--- config.mk ---
export PLATFORM = sky130hd
export DESIGN_NAME = pipe_stage_buf
export DESIGN_NICKNAME = d
export VERILOG_FILES = /design/src/rtl/pipe_stage_buf.sv
export SDC_FILE = /design/constraint.sdc
export NUM_CORES = 1
export LEC_CHECK = 0
export CORE_AREA = 2 2 159 161
export CTS_BUF_LIST = sky130_fd_sc_hd__clkbuf_8
export DETAILED_ROUTE_END_ITERATION = 16
export DIE_AREA = 0 0 161 163
export PLACE_DENSITY_LB_ADDON = 0.3
export SETUP_SLACK_MARGIN = 0.1
export SYNTH_ARGS = -nofsm -noshare
export SYNTH_HDL_FRONTEND = slang
export SYNTH_SLANG_ARGS = --single-unit
--- constraint.sdc ---
create_clock -name clock -period 2.9 [get_ports clock]
set_input_delay 0.435 -clock clock [delete_from_list [all_inputs] [get_ports clock]]
set_output_delay 0.435 -clock clock [all_outputs]
set_load 0.01 [all_outputs]
--- src/rtl/pipe_stage_buf.sv ---
// Pipeline stage register with valid/ready handshake, 2-entry skid buffer,
// synchronous flush and per-field saturating countdown fields.
module pipe_stage_buf #(
    parameter int unsigned DATA_W      = 128,
    parameter int unsigned CNT_N       = 2,
    parameter int unsigned CNT_W       = 2,
    parameter int unsigned AGE_ON_HOLD = 0
) (
    input  logic                     clock,
    input  logic                     reset,
    input  logic                     flush,
    input  logic                     in_valid,
    output logic                     in_ready,
    input  logic [DATA_W-1:0]        in_data,
    input  logic [CNT_N*CNT_W-1:0]   in_cnt,
    output logic                     out_valid,
    input  logic                     out_ready,
    output logic [DATA_W-1:0]        out_data,
    output logic [CNT_N*CNT_W-1:0]   out_cnt,
    output logic [1:0]               level
);

    localparam int unsigned CNT_TW = CNT_N * CNT_W;

    typedef enum logic [1:0] {
        EMPTY = 2'd0,
        ONE   = 2'd1,
        TWO   = 2'd2
    } state_t;

    state_t              state;
    state_t              state_nxt;
    logic [DATA_W-1:0]   main_data;
    logic [DATA_W-1:0]   main_data_nxt;
    logic [CNT_TW-1:0]   main_cnt;
    logic [CNT_TW-1:0]   main_cnt_nxt;
    logic [DATA_W-1:0]   skid_data;
    logic [DATA_W-1:0]   skid_data_nxt;
    logic [CNT_TW-1:0]   skid_cnt;
    logic [CNT_TW-1:0]   skid_cnt_nxt;
    logic [1:0]          level_nxt;
    logic                in_xfer;
    logic                out_xfer;

    // Decrement every field independently, sticking at zero.
    function automatic logic [CNT_TW-1:0] sat_dec(input logic [CNT_TW-1:0] x);
        logic [CNT_TW-1:0] r;
        r = x;
        for (int unsigned k = 0; k < CNT_N; k++) begin
            if (x[k*CNT_W +: CNT_W] != '0) begin
                r[k*CNT_W +: CNT_W] = x[k*CNT_W +: CNT_W] - CNT_W'(1);
            end
        end
        return r;
    endfunction

    // Ageing applied to an entry that stays buffered or moves skid->main.
    function automatic logic [CNT_TW-1:0] hold_age(input logic [CNT_TW-1:0] x);
        logic [CNT_TW-1:0] r;
        r = x;
        if (AGE_ON_HOLD != 0) begin
            r = sat_dec(x);
        end
        return r;
    endfunction

    assign in_xfer  = in_valid & in_ready;
    assign out_xfer = out_valid & out_ready;
    assign out_data = main_data;
    assign out_cnt  = main_cnt;

    // Next-state and next-register values; empty registers are forced to zero.
    always_comb begin
        state_nxt     = state;
        main_data_nxt = main_data;
        main_cnt_nxt  = main_cnt;
        skid_data_nxt = skid_data;
        skid_cnt_nxt  = skid_cnt;
        level_nxt     = 2'd0;

        unique case (state)
            EMPTY: begin
                if (in_xfer) begin
                    state_nxt     = ONE;
                    main_data_nxt = in_data;
                    main_cnt_nxt  = sat_dec(in_cnt);
                end
            end
            ONE: begin
                if (in_xfer && out_xfer) begin
                    main_data_nxt = in_data;
                    main_cnt_nxt  = sat_dec(in_cnt);
                end else if (out_xfer) begin
                    state_nxt     = EMPTY;
                    main_data_nxt = '0;
                    main_cnt_nxt  = '0;
                end else if (in_xfer) begin
                    state_nxt     = TWO;
                    main_cnt_nxt  = hold_age(main_cnt);
                    skid_data_nxt = in_data;
                    skid_cnt_nxt  = sat_dec(in_cnt);
                end else begin
                    main_cnt_nxt  = hold_age(main_cnt);
                end
            end
            TWO: begin
                if (out_xfer) begin
                    state_nxt     = ONE;
                    main_data_nxt = skid_data;
                    main_cnt_nxt  = hold_age(skid_cnt);
                    skid_data_nxt = '0;
                    skid_cnt_nxt  = '0;
                end else begin
                    main_cnt_nxt  = hold_age(main_cnt);
                    skid_cnt_nxt  = hold_age(skid_cnt);
                end
            end
            default: begin
                state_nxt     = EMPTY;
                main_data_nxt = '0;
                main_cnt_nxt  = '0;
                skid_data_nxt = '0;
                skid_cnt_nxt  = '0;
            end
        endcase

        // Flush kills both entries and any same-cycle input.
        if (flush) begin
            state_nxt     = EMPTY;
            main_data_nxt = '0;
            main_cnt_nxt  = '0;
            skid_data_nxt = '0;
            skid_cnt_nxt  = '0;
        end

        unique case (state_nxt)
            ONE:     level_nxt = 2'd1;
            TWO:     level_nxt = 2'd2;
            default: level_nxt = 2'd0;
        endcase
    end

    // State, storage and registered status outputs.
    always_ff @(posedge clock) begin
        if (reset) begin
            state     <= EMPTY;
            main_data <= '0;
            main_cnt  <= '0;
            skid_data <= '0;
            skid_cnt  <= '0;
            out_valid <= 1'b0;
            in_ready  <= 1'b1;
            level     <= 2'd0;
        end else begin
            state     <= state_nxt;
            main_data <= main_data_nxt;
            main_cnt  <= main_cnt_nxt;
            skid_data <= skid_data_nxt;
            skid_cnt  <= skid_cnt_nxt;
            out_valid <= (state_nxt != EMPTY);
            in_ready  <= (state_nxt != TWO);
            level     <= level_nxt;
        end
    end

endmodule

Word-level counts from Yosys, hierarchy flattened
Index checks and enable logic that the tools add are counted.

word-level totals
  register bits after elaboration = 270
  bits of input ports = 137
  output and inout bits = 136
  logic and storage cells = 58

operators by class
  add/sub/neg operators = 2
  eq/ne operators = 11
  multiplexer cells = 26
  bitwise operators = 3
  reductions and logical operators = 8

operators by type and width
  cell                                                                number
  128-bit two-way mux                                                 6
  128-bit case mux with 3 select lines                                2
  4-bit two-way mux                                                   6
  4-bit case mux with 3 select lines                                  2
  2-bit two-way mux                                                   8
  2-bit inequality test, second input constant                        6
  2-bit case mux with 3 select lines                                  1
  2-bit nonzero test                                                  3
  5-bit AND reduction                                                 1
  2-bit by 1-bit == test with 1-bit output, second input constant     2
  2-bit == test, second input constant                                2
  2-bit case mux with 2 select lines                                  1
  2-bit by 1-bit subtractor with 2-bit output, second input constant  2
  3-bit inequality test, second input constant                        1
  3-bit AND reduction                                                 1
  1-bit AND                                                           2
  2-bit logical NOT                                                   1
  2-bit OR reduction                                                  1
  1-bit logical AND                                                   1
  1-bit inverter                                                      1

Logic depth before layout (Yosys ltp)
  word-level depth = 8
  gate-level depth with buffers = 8

Worst setup path after synthesis
Ideal clock, no wire load.

  path type = reg-to-reg
  start point = reg in_ready
  end point = reg main_data[29] (netlist: out_data[29])
  setup time = 122 ps
  arrival = 1697 ps
  slack = 1081 ps
  cell stages (with the launch flop) = 8
  buffers on the path = 3
  period minus slack after synthesis = 1819 ps
  cell sequence = dfxtp_1 -> nand2_1 -> a22o_4 -> and2_1 -> buf_6 -> buf_6 -> buf_6 -> a221o_1

between the ends
  cells in the longest elaborated chain, start to end = 4
  elaborated cells between the ends (all ways) = 7
  those cells by class = 2 x eq/ne; 2 x mux; 1 x bitwise; 2 x reduce/logical

RTL lines
  element                                                                                line  text
  start: declaration                                                                     13    output logic in_ready,
  start signal: assignment                                                               161   in_ready <= (state_nxt != TWO);
  1-bit AND *                                                                            67    assign in_xfer = in_valid & in_ready;
  1-bit logical AND                                                                      90    if (in_xfer && out_xfer) begin
  3-bit inequality test (no line) or 128-bit two-way mux (tied branches)                 n/a
  3-bit AND reduction (no line) or 128-bit case mux with 3 select lines (tied branches)  n/a
  end signal: assignment                                                                 156   main_data <= main_data_nxt;
  end: declaration                                                                       33    logic [DATA_W-1:0] main_data;

Mark *: on every way between the ends. The rest lies on a longest branch, timed or not.
A chain may end at the register's enable or synchronous reset.

Final worst setup path
  start point = reg state[1]
  end point = reg main_data[44] (netlist: out_data[44])

between the ends
  cells in the longest elaborated chain, start to end = 3
  elaborated cells between the ends (all ways) = 8
  those cells by class = 5 x eq/ne; 1 x mux; 2 x reduce/logical

RTL lines
  element                                                                   line  text
  start: declaration                                                        31    state_t state;
  start signal: assignment                                                  155   state <= state_nxt;
  2-bit by 1-bit == test with 1-bit output (tied with other cells)          81    unique case (state)
  3-bit inequality test (no line) or 2-bit inequality test (tied branches)  n/a
  3-bit AND reduction (no line)                                             n/a

Several ways; a longest one is shown, not always the timed one.

==> results.ini <==
[floorplan]
io_pins=273
die_h_um=163
initial_core_util=0.442
dieWidth_um=161
die_area_sq_mm=0.0262
rows=58
core_sq_mm=0.0247

[finish]
layout.nets=1585
mostFrequentLayoutCells=272 x clkdlybuf4s50_1, 270 x dfxtp_1, 139 x a21oi_1
fill_cells=2166
layout-drive-gt1-share=0.0683
syn2layout_area_growth_pct=35.8
final_common_cell=clkdlybuf4s50_1
diodes=0

[sta]
rsz0062_at_grt=no
tns_ns=0
timing.hold.ws_ns=0.471
worst_clock_skew_ns=0.0175
report.final.hold_viol_count=0
setup_viol=0
timing.fmax_mhz=444
period_needed_ns=2.25
fin_crit_sh=0.777
slew_violations=0
slew_headroom=0.481
max_slew.worst_pin.slew_ns=0.777

[clock_network]
cts_buffer_depth=3
root_buffer=clkbuf_8
holdBufCountCts=0
cts_repair_resize_count=0
cts_tree=built
path_clk_slew_ns=0.06
cts_buffers=46
clkLatencyLatePin_ns=0.54
h-tree-depth=2
cts_setup_buffers=0
cts_num_sinks=270

[global_route]
track_usage=0.241
grt-ovfl-total=0
antenna_found_initial=2
grt_first_pass_wirelength_mm=52.1
grt_max_degree=104
grt_pass1_vias=9861

[drt]
vias=10641
first_iter_violations=782
routed_via_density=5.89
wl_per_cell_um=18.4
drc_errors=0
firstDrtPassIters=5
wl_mm=33.3
ant_nets=0

[critical_path]
criticalPathCategory=reg2reg
cp-end-kind=register
critPathArrivalTime_ns=2.73
start_kind=register
crit_required_ns=3.38
cp_max_fo=35
regToRegSetupSlack_ns=0.65

[synth]
avgSynthCellArea_sq_um=8.82
synth_nets=1373
synth_cell_types=30
yosysSeqAreaShare=0.496
ys.warnings.count=0
ys_seq_elements=270
synthCells=1236
syn-cell-area_sq_mm=0.0109

[power_and_ir_drop]
ir_drop_mv=0.333
p_per_area_mw_per_mm2=558
power.leakage_nw=5.03

[placement]
port_buffers=272
dp_hpwl_mm=19.3
gp_congestion=0.786

[job]
drv_cap=0

[hold_path]
hold_path.class=reg2reg

[status]
status=finished clean

[path summary, 6_finish.rpt]
path | start | end | cells past startpoint
max reg2reg | state[1]$_SDFF_PP0_ | out_data[44]$_SDFFE_PP0P_ | 5
min reg2reg | skid_data[16]$_SDFFE_PP0P_ | skid_data[16]$_SDFFE_PP0P_ | 2
max | state[1]$_SDFF_PP0_ | out_data[44]$_SDFFE_PP0P_ | 5
min | skid_data[16]$_SDFFE_PP0P_ | skid_data[16]$_SDFFE_PP0P_ | 2
[cells by family (layout without fill, tap and decap cells)]
logic type             after synthesis  after routing  share of synthesized area
buffers and inverters              135            377                     0.0526
XOR/XNOR                             1              1                   0.000804
flip-flops                         270            270                      0.496
AND/OR/NAND/NOR                    291            291                      0.111
AO/OA/AOI/OAI                      539            539                      0.340
[critical path, cell delays in order, from the launching register on]
cell     delay (ns)
dfxtp_1        0.82
and3_4         0.64
buf_4          0.34
a22oi_1        0.11
nor2_1         0.14
a221o_1        0.13
[cells in the mapped netlist, drive strengths merged]
cell / instances / area share
dfxtp: 270 / 0.50
a21oi: 139 / 0.064
nor2: 134 / 0.046
o21ai: 132 / 0.061
a22oi: 131 / 0.090
a221o: 127 / 0.12
nand2: 125 / 0.043
clkbuf: 87 / 0.030
buf: 46 / 0.022
nand4b: 9 / 0.0072
nand3: 6 / 0.0028
or2: 5 / 0.0029
a32oi: 4 / 0.0032
nor2b: 3 / 0.0017
o21a: 3 / 0.0021
a31oi: 2 / 0.0017
and2: 2 / 0.0011
inv: 2 / 0.00069
or3: 2 / 0.0011
a22o: 1 / 0.0016
and3: 1 / 0.00057
and3b: 1 / 0.00080
nand3b: 1 / 0.00069
nor3: 1 / 0.00046
nor4b: 1 / 0.0022
xor2: 1 / 0.00080
[power by group]
part / internal (mW) / leakage (nW) / switching [mW]
Sequential: 3.80 / 2.19 / 0.0582
Clock: 1.96 / 0.535 / 1.49
Combinational: 0.465 / 2.31 / 0.487
[per-stage QoR]
stage / setup WS (ns) / power (mW) / std cells / instance area (sq um) / utilization
final: 0.646 / 8.26 / 1808 / 14800 / 0.600
after global routing: 0.512 / 8.58 / 1808 / 14800 / 0.600
after CTS: 0.661 / 8.32 / 1808 / 14800 / 0.600
after detailed placement: 0.507 / 4.88 / 1730 / 13900 / 0.562
after global placement: 0.541 / 4.87 / 1730 / 13900 / 0.562
after floorplan: 1.08 / 4.35 / 1236 / 10900 / -
[flip-flops by register name, summed over array words and instances, names as in the netlist]
register,count
out_data,128
skid_data,128
out_cnt,4
skid_cnt,4
level,2
state,2
in_ready,1
out_valid,1
[metal layers]
metal | global-route usage | wire length [um]
met5 | 0 | 13
met4 | 0.0885 | 1020
met3 | 0.0634 | 2640
met2 | 0.378 | 15200
met1 | 0.320 | 14500
[layout make-up]
cell class                      instances  area, sq um  area share
Sequential cell                       270         5410       0.365
Multi-Input combinational cell        831         4960       0.335
Inverter                                2         7.51    0.000507
Clock inverter                         20          133     0.00896
Tap cell                              330          413      0.0279
Clock buffer                           58          798      0.0539
Timing Repair Buffer                  297         3090       0.208
Note: power is estimated with default switching activity, not from simulation.
